**config.mk**
```make
export PLATFORM = sky130hd
export DESIGN_NAME = sprite_scheduler_flat
export DESIGN_NICKNAME = d
export VERILOG_FILES = /design/src/rtl/sprite_scheduler_if.sv /design/src/rtl/sprite_scheduler.sv /design/src/flat_wrapper.sv
export SDC_FILE = /design/constraint.sdc
export NUM_CORES = 1
export LEC_CHECK = 0
export BUFFER_PORTS_ARGS = -buffer_cell sky130_fd_sc_hd__buf_2
export CAP_MARGIN = 20
export CORE_MARGIN = 4
export CORE_UTILIZATION = 30
export CTS_CLUSTER_SIZE = 20
export DETAILED_ROUTE_END_ITERATION = 10
export MAX_ROUTING_LAYER = met4
export SYNTH_ARGS = -nofsm -noshare
export SYNTH_HDL_FRONTEND = slang
export SYNTH_SLANG_ARGS = --single-unit
```
**constraint.sdc**
```tcl
create_clock -name clk -period 17 [get_ports clk]
set_input_delay 0.85 -clock clk [delete_from_list [all_inputs] [get_ports clk]]
set_output_delay 0.85 -clock clk [all_outputs]
set_load 0.01 [all_outputs]
```
**src/rtl/sprite_scheduler_if.sv**
```systemverilog
// Position-update handshake between the sprite position source and the scheduler.
interface sprite_scheduler_if;
  logic       upd_valid;
  logic [1:0] upd_id;
  logic [9:0] upd_h;
  logic [9:0] upd_v;
  logic       upd_en;
  logic       upd_ready;

  modport master (output upd_valid, upd_id, upd_h, upd_v, upd_en, input upd_ready);
  modport slave  (input upd_valid, upd_id, upd_h, upd_v, upd_en, output upd_ready);
endinterface

```
**src/rtl/sprite_scheduler.sv**
```systemverilog
// Sprite scheduler: double-buffered sprite positions committed once per vblank,
// plus a 2-stage hit/priority pipeline that drives a shared sprite ROM address.
//
// state  | meaning
// RUN    | active video; updates land in shadow, waiting for vblank entry
// COMMIT | copying shadow[cnt] -> active[cnt], one slot per cycle
// VBWAIT | commit done; waiting for v_cnt to leave vblank
module sprite_scheduler #(
  parameter int NSPR = 4,
  parameter int SW   = 20,
  parameter int SSZ  = 400
) (
  input  logic               clk,
  input  logic               rst,
  input  logic [9:0]         h_cnt,
  input  logic [9:0]         v_cnt,
  sprite_scheduler_if.slave  upd,
  output logic [16:0]        rom_addr,
  output logic               pix_hit,
  output logic [1:0]         pix_id
);

  typedef enum logic [1:0] {RUN, COMMIT, VBWAIT} state_t;

  state_t      state_q, state_d;
  logic [1:0]  cnt_q, cnt_d;
  logic        in_vb_q, in_vb_d;
  logic        vb_now;
  logic        upd_ready_w;
  logic        commit_en;

  logic [9:0]  sh_h_q  [NSPR];
  logic [9:0]  sh_h_d  [NSPR];
  logic [9:0]  sh_v_q  [NSPR];
  logic [9:0]  sh_v_d  [NSPR];
  logic        sh_en_q [NSPR];
  logic        sh_en_d [NSPR];
  logic [9:0]  act_h_q [NSPR];
  logic [9:0]  act_h_d [NSPR];
  logic [9:0]  act_v_q [NSPR];
  logic [9:0]  act_v_d [NSPR];
  logic        act_en_q[NSPR];
  logic        act_en_d[NSPR];

  logic [16:0] rom_addr_q, rom_addr_d;
  logic        hit_q, hit_d;
  logic [1:0]  id_q, id_d;
  logic        pix_hit_q;
  logic [1:0]  pix_id_q;

  logic [10:0] h11, v11;

  assign vb_now  = (v_cnt >= 10'd480);
  assign in_vb_d = vb_now;
  assign h11     = {1'b0, h_cnt};
  assign v11     = {1'b0, v_cnt};

  always_ff @(posedge clk or posedge rst) begin
    if (rst) begin
      state_q <= RUN;
      cnt_q   <= '0;
      in_vb_q <= 1'b1;
    end else begin
      state_q <= state_d;
      cnt_q   <= cnt_d;
      in_vb_q <= in_vb_d;
    end
  end

  always_comb begin
    state_d = state_q;
    cnt_d   = cnt_q;
    case (state_q)
      RUN: begin
        if (vb_now && !in_vb_q) begin
          state_d = COMMIT;
          cnt_d   = '0;
        end
      end
      COMMIT: begin
        cnt_d = cnt_q + 2'd1;
        if (cnt_q == 2'(NSPR - 1)) state_d = VBWAIT;
      end
      VBWAIT: begin
        if (!vb_now) state_d = RUN;
      end
      default: state_d = RUN;
    endcase
  end

  always_comb begin
    upd_ready_w = (state_q != COMMIT);
    commit_en   = (state_q == COMMIT);
  end

  assign upd.upd_ready = upd_ready_w;

  // No update can be accepted while committing, so shadow is stable during the copy.
  always_comb begin
    sh_h_d   = sh_h_q;
    sh_v_d   = sh_v_q;
    sh_en_d  = sh_en_q;
    act_h_d  = act_h_q;
    act_v_d  = act_v_q;
    act_en_d = act_en_q;
    if (upd.upd_valid && upd_ready_w) begin
      sh_h_d[upd.upd_id]  = upd.upd_h;
      sh_v_d[upd.upd_id]  = upd.upd_v;
      sh_en_d[upd.upd_id] = upd.upd_en;
    end
    if (commit_en) begin
      act_h_d[cnt_q]  = sh_h_q[cnt_q];
      act_v_d[cnt_q]  = sh_v_q[cnt_q];
      act_en_d[cnt_q] = sh_en_q[cnt_q];
    end
  end

  // Descending scan so the lowest-index hit is the last one written and wins.
  always_comb begin
    hit_d      = 1'b0;
    id_d       = '0;
    rom_addr_d = '0;
    for (int i = NSPR - 1; i >= 0; i--) begin
      if (act_en_q[i] &&
          h11 >= {1'b0, act_h_q[i]} && h11 < {1'b0, act_h_q[i]} + 11'(SW) &&
          v11 >= {1'b0, act_v_q[i]} && v11 < {1'b0, act_v_q[i]} + 11'(SW)) begin
        hit_d      = 1'b1;
        id_d       = 2'(i);
        rom_addr_d = 17'(i * SSZ)
                   + 17'(v11 - {1'b0, act_v_q[i]}) * 17'(SW)
                   + 17'(h11 - {1'b0, act_h_q[i]});
      end
    end
  end

  always_ff @(posedge clk or posedge rst) begin
    if (rst) begin
      for (int i = 0; i < NSPR; i++) begin
        sh_h_q[i]   <= '0;
        sh_v_q[i]   <= '0;
        sh_en_q[i]  <= 1'b0;
        act_h_q[i]  <= '0;
        act_v_q[i]  <= '0;
        act_en_q[i] <= 1'b0;
      end
      rom_addr_q <= '0;
      hit_q      <= 1'b0;
      id_q       <= '0;
      pix_hit_q  <= 1'b0;
      pix_id_q   <= '0;
    end else begin
      sh_h_q     <= sh_h_d;
      sh_v_q     <= sh_v_d;
      sh_en_q    <= sh_en_d;
      act_h_q    <= act_h_d;
      act_v_q    <= act_v_d;
      act_en_q   <= act_en_d;
      rom_addr_q <= rom_addr_d;
      hit_q      <= hit_d;
      id_q       <= id_d;
      pix_hit_q  <= hit_q;
      pix_id_q   <= id_q;
    end
  end

  assign rom_addr = rom_addr_q;
  assign pix_hit  = pix_hit_q;
  assign pix_id   = pix_id_q;

endmodule

```
**src/flat_wrapper.sv**
```systemverilog
// flat-port wrapper written by rule: the top's interface ports become plain ports
module sprite_scheduler_flat 
#(
  parameter int NSPR = 4,
  parameter int SW   = 20,
  parameter int SSZ  = 400
)
  (clk, rst, h_cnt, v_cnt, rom_addr, pix_hit, pix_id, upd_upd_valid, upd_upd_id, upd_upd_h, upd_upd_v, upd_upd_en, upd_upd_ready);
  sprite_scheduler_if upd_i ();
  input  logic clk;
  input  logic rst;
  input  logic [9:0] h_cnt;
  input  logic [9:0] v_cnt;
  output logic [16:0] rom_addr;
  output logic pix_hit;
  output logic [1:0] pix_id;
  input wire logic [$bits(upd_i.upd_valid)-1:0] upd_upd_valid;
  input wire logic [$bits(upd_i.upd_id)-1:0] upd_upd_id;
  input wire logic [$bits(upd_i.upd_h)-1:0] upd_upd_h;
  input wire logic [$bits(upd_i.upd_v)-1:0] upd_upd_v;
  input wire logic [$bits(upd_i.upd_en)-1:0] upd_upd_en;
  output wire logic [$bits(upd_i.upd_ready)-1:0] upd_upd_ready;
  assign upd_i.upd_valid = upd_upd_valid;
  assign upd_i.upd_id = upd_upd_id;
  assign upd_i.upd_h = upd_upd_h;
  assign upd_i.upd_v = upd_upd_v;
  assign upd_i.upd_en = upd_upd_en;
  assign upd_upd_ready = upd_i.upd_ready;
  sprite_scheduler #(.NSPR(NSPR), .SW(SW), .SSZ(SSZ)) u_core (.clk(clk), .rst(rst), .h_cnt(h_cnt), .v_cnt(v_cnt), .upd(upd_i), .rom_addr(rom_addr), .pix_hit(pix_hit), .pix_id(pix_id));
endmodule
```
==> impl_metrics.tcl <==
set metrics [dict create \
    outcome "complete, no violations" \
    clkSinkCount 196 \
    viasPerCell 5.21 \
    synth_seq_area_share 0.257 \
    dr_total_vias 15100 \
    grt-busiest-layer "met2" \
    drt_first_pass_iters 5 \
    synth.top_cell.area_share 0.256 \
    syn-num-nets 2371 \
    required_ns 17.35 \
    pin_count 67 \
    use_met2 0.262 \
    worst_path_largest_cell_delay_ns 0.61 \
    cts_resized 0 \
    fillerInstances 6426 \
    synthArstFlopShare 1.00 \
    synth_area_sq_um 19100 \
    initial_core_util 0.303 \
    path_max_fanout 5 \
    slew_headroom 0.244 \
    clk_path_buf_depth 2 \
    gp_congestion 0.914 \
    grtUsageTotal 0.163 \
    grt_pass1_vias 14900 \
    max_freq_mhz 152 \
    drc 0 \
    syn_inst 1980 \
    register_area_sq_um 4910 \
    grt_first_pass_wirelength_um 83800 \
    hpwl_um 44100 \
    rows 92 \
    antenna_found_initial 3 \
    postSynthAreaPerCell_sq_um 9.64 \
    critPathLaunchType "primary input" \
    htreeDepth 4 \
    drive_above_1_share 0.156 \
    setup_viol 0 \
    die_y_um 260 \
    ys.flop_type "dfrtp_1" \
    fin_setup_tns_ns 0 \
    tightest_slew_ns 1.13 \
    path_clk_slew_ns 0.08 \
    hold_class "flop to flop" \
    use_met1 0.216 \
    mostFrequentLayoutCells "329 x ha_1, 195 x dfrtp_1, 186 x inv_1" \
    clock_latency_ns 0.46 \
    worst-endpoint-arrival_ns 6.93 \
    port_buffers 66 \
    ys_seq_elements 196 \
    grt_max_degree 132 \
    slew_viol_final 0 \
    multi_input_area_sq_um 13400 \
    final.min_clock_period_ns 6.57 \
    cts_root_buf "clkbuf_16" \
    synth_edf_count 0 \
    layout_commonest_cell "ha_1" \
    wirelength_um 54300 \
    fin_skew_ns 0.0178 \
    synth.area.top_cells "dfrtp_1 26%, ha_1 22%, mux2_2 10%" \
    drt-initial-drc-count 1117 \
    cts_tree "yes" \
    final_nets 2436 \
    die-area_sq_um 67700 \
    cts_hold_buf 0 \
    wire_per_inst_um 18.7 \
    core_sq_um 63000 \
    fp.dieW_um 260 \
    crit_type "primary input to flop" \
    cts_buffers 17 \
    crit_path_end_kind "flop" \
    hold_viol 0 \
    cp_slowest_cell "or4b_2" \
    syn2layout_area_growth_pct 10.6 \
    use_met3 0.0228 \
    antenna_left 0 \
    rsz0062_at_grt "false" \
    yosysWarnings 0 \
    synth_top_area_cell "dfrtp_1" \
    grt_overflow 0 \
    ys_types 85 \
    min_period_over_period 0.387 \
    post_cts.repair.setup_buffers 0 \
    maxCapViolCount 0 \
]
-- cell families (layout without fill, tap and decap cells) --
family,after synthesis,in the layout,share of synthesized area
AOI/OAI and AO/OA,443,443,0.153
xor gates and xnor gates,181,181,0.0838
adders and majority gates,345,345,0.233
buffers and inverters,219,297,0.0439
DFF,196,196,0.257
muxes,194,194,0.127
other,0,2,0
and+or+nand+nor,402,402,0.103
-- critical path, delay by kind of cell --
family / cells / cell delay, ns
and+or+nand+nor: 2 / 0.77
adders and majority gates: 5 / 1.53
AOI/OAI and AO/OA: 14 / 2.39
xor gates and xnor gates: 5 / 1.02
buffers and inverters: 3 / 0.36
-- state kept, by name, summed over array words and instances, names as in the netlist, 4 cells and up --
name,count
u_core.rom_addr,17
u_core.act_h_q,40
u_core.act_en_q,4
u_core.sh_v_q,40
u_core.act_v_q,40
u_core.sh_en_q,4
u_core.sh_h_q,40
-- final cells by class --
| cell class | instances | area share |
|---|---|---|
| antenna | 2 | 0.000237 |
| sequential | 196 | 0.232 |
| timing repair buffer | 78 | 0.0212 |
| inverter | 187 | 0.0336 |
| multi-input combinational | 1565 | 0.633 |
| clock inverter | 12 | 0.00794 |
| tap | 846 | 0.0501 |
| clock buffer | 20 | 0.0212 |
-- metal layers --
layer,wire (um),part of all wire,vias to the layer above
met4,1310,0.024,0
met5,0,0,-
met2,25400,0.47,286
met1,25200,0.46,7488
li1,-,-,7298
met3,2350,0.043,69
-- Yosys cell counts (13+ instances only) --
cell type and n:
a211oi_1 17, a21boi_0 13, a21o_1 36, a21oi_1 117
a31oi_1 15, and3_1 13, clkbuf_1 14, dfrtp_1 195
fa_1 16, ha_1 329, inv_1 187, mux2_2 169
mux4_2 21, nand2_1 85, nand2b_1 23, nand3_1 37
nor2_1 111, nor2b_1 25, nor3_1 42, o21a_1 19
o21ai_0 99, o21bai_1 22, or3_1 14, xnor2_1 134
xor2_1 46
-- stage by stage --
stage	utilization	worst slack [ns]	instances	hold WS [ns]	area, sq um
floorplan	-	10.81	1980	0.331	19100
global placement	0.325	10.09	2869	0.337	20400
detailed placement	0.325	10.06	2869	0.335	20400
CTS	0.334	10.53	2901	0.352	21100
global route	0.335	9.94	2906	0.358	21100
finish	0.335	10.43	2906	0.350	21100
-- worst paths after layout --
check / end / cells past startpoint / start / slack [ns]
min: u_core.pix_hit / 0 / u_core.hit_q / 0.35
min in group asynchronous: u_core.sh_h_q[13] / 2 / rst / 0.57
min reg2reg: u_core.pix_hit / 0 / u_core.hit_q / 0.35
max in group asynchronous: u_core.act_v_q[37] / 3 / rst / 14.92
max reg2reg: u_core.rom_addr[16] / 27 / u_core.act_v_q[0] / 10.77
max: u_core.rom_addr[16] / 29 / v_cnt[0] / 10.43
Power is not shown: default switching activity piles up to over one toggle a cycle in this logic, so the estimate is an artifact.
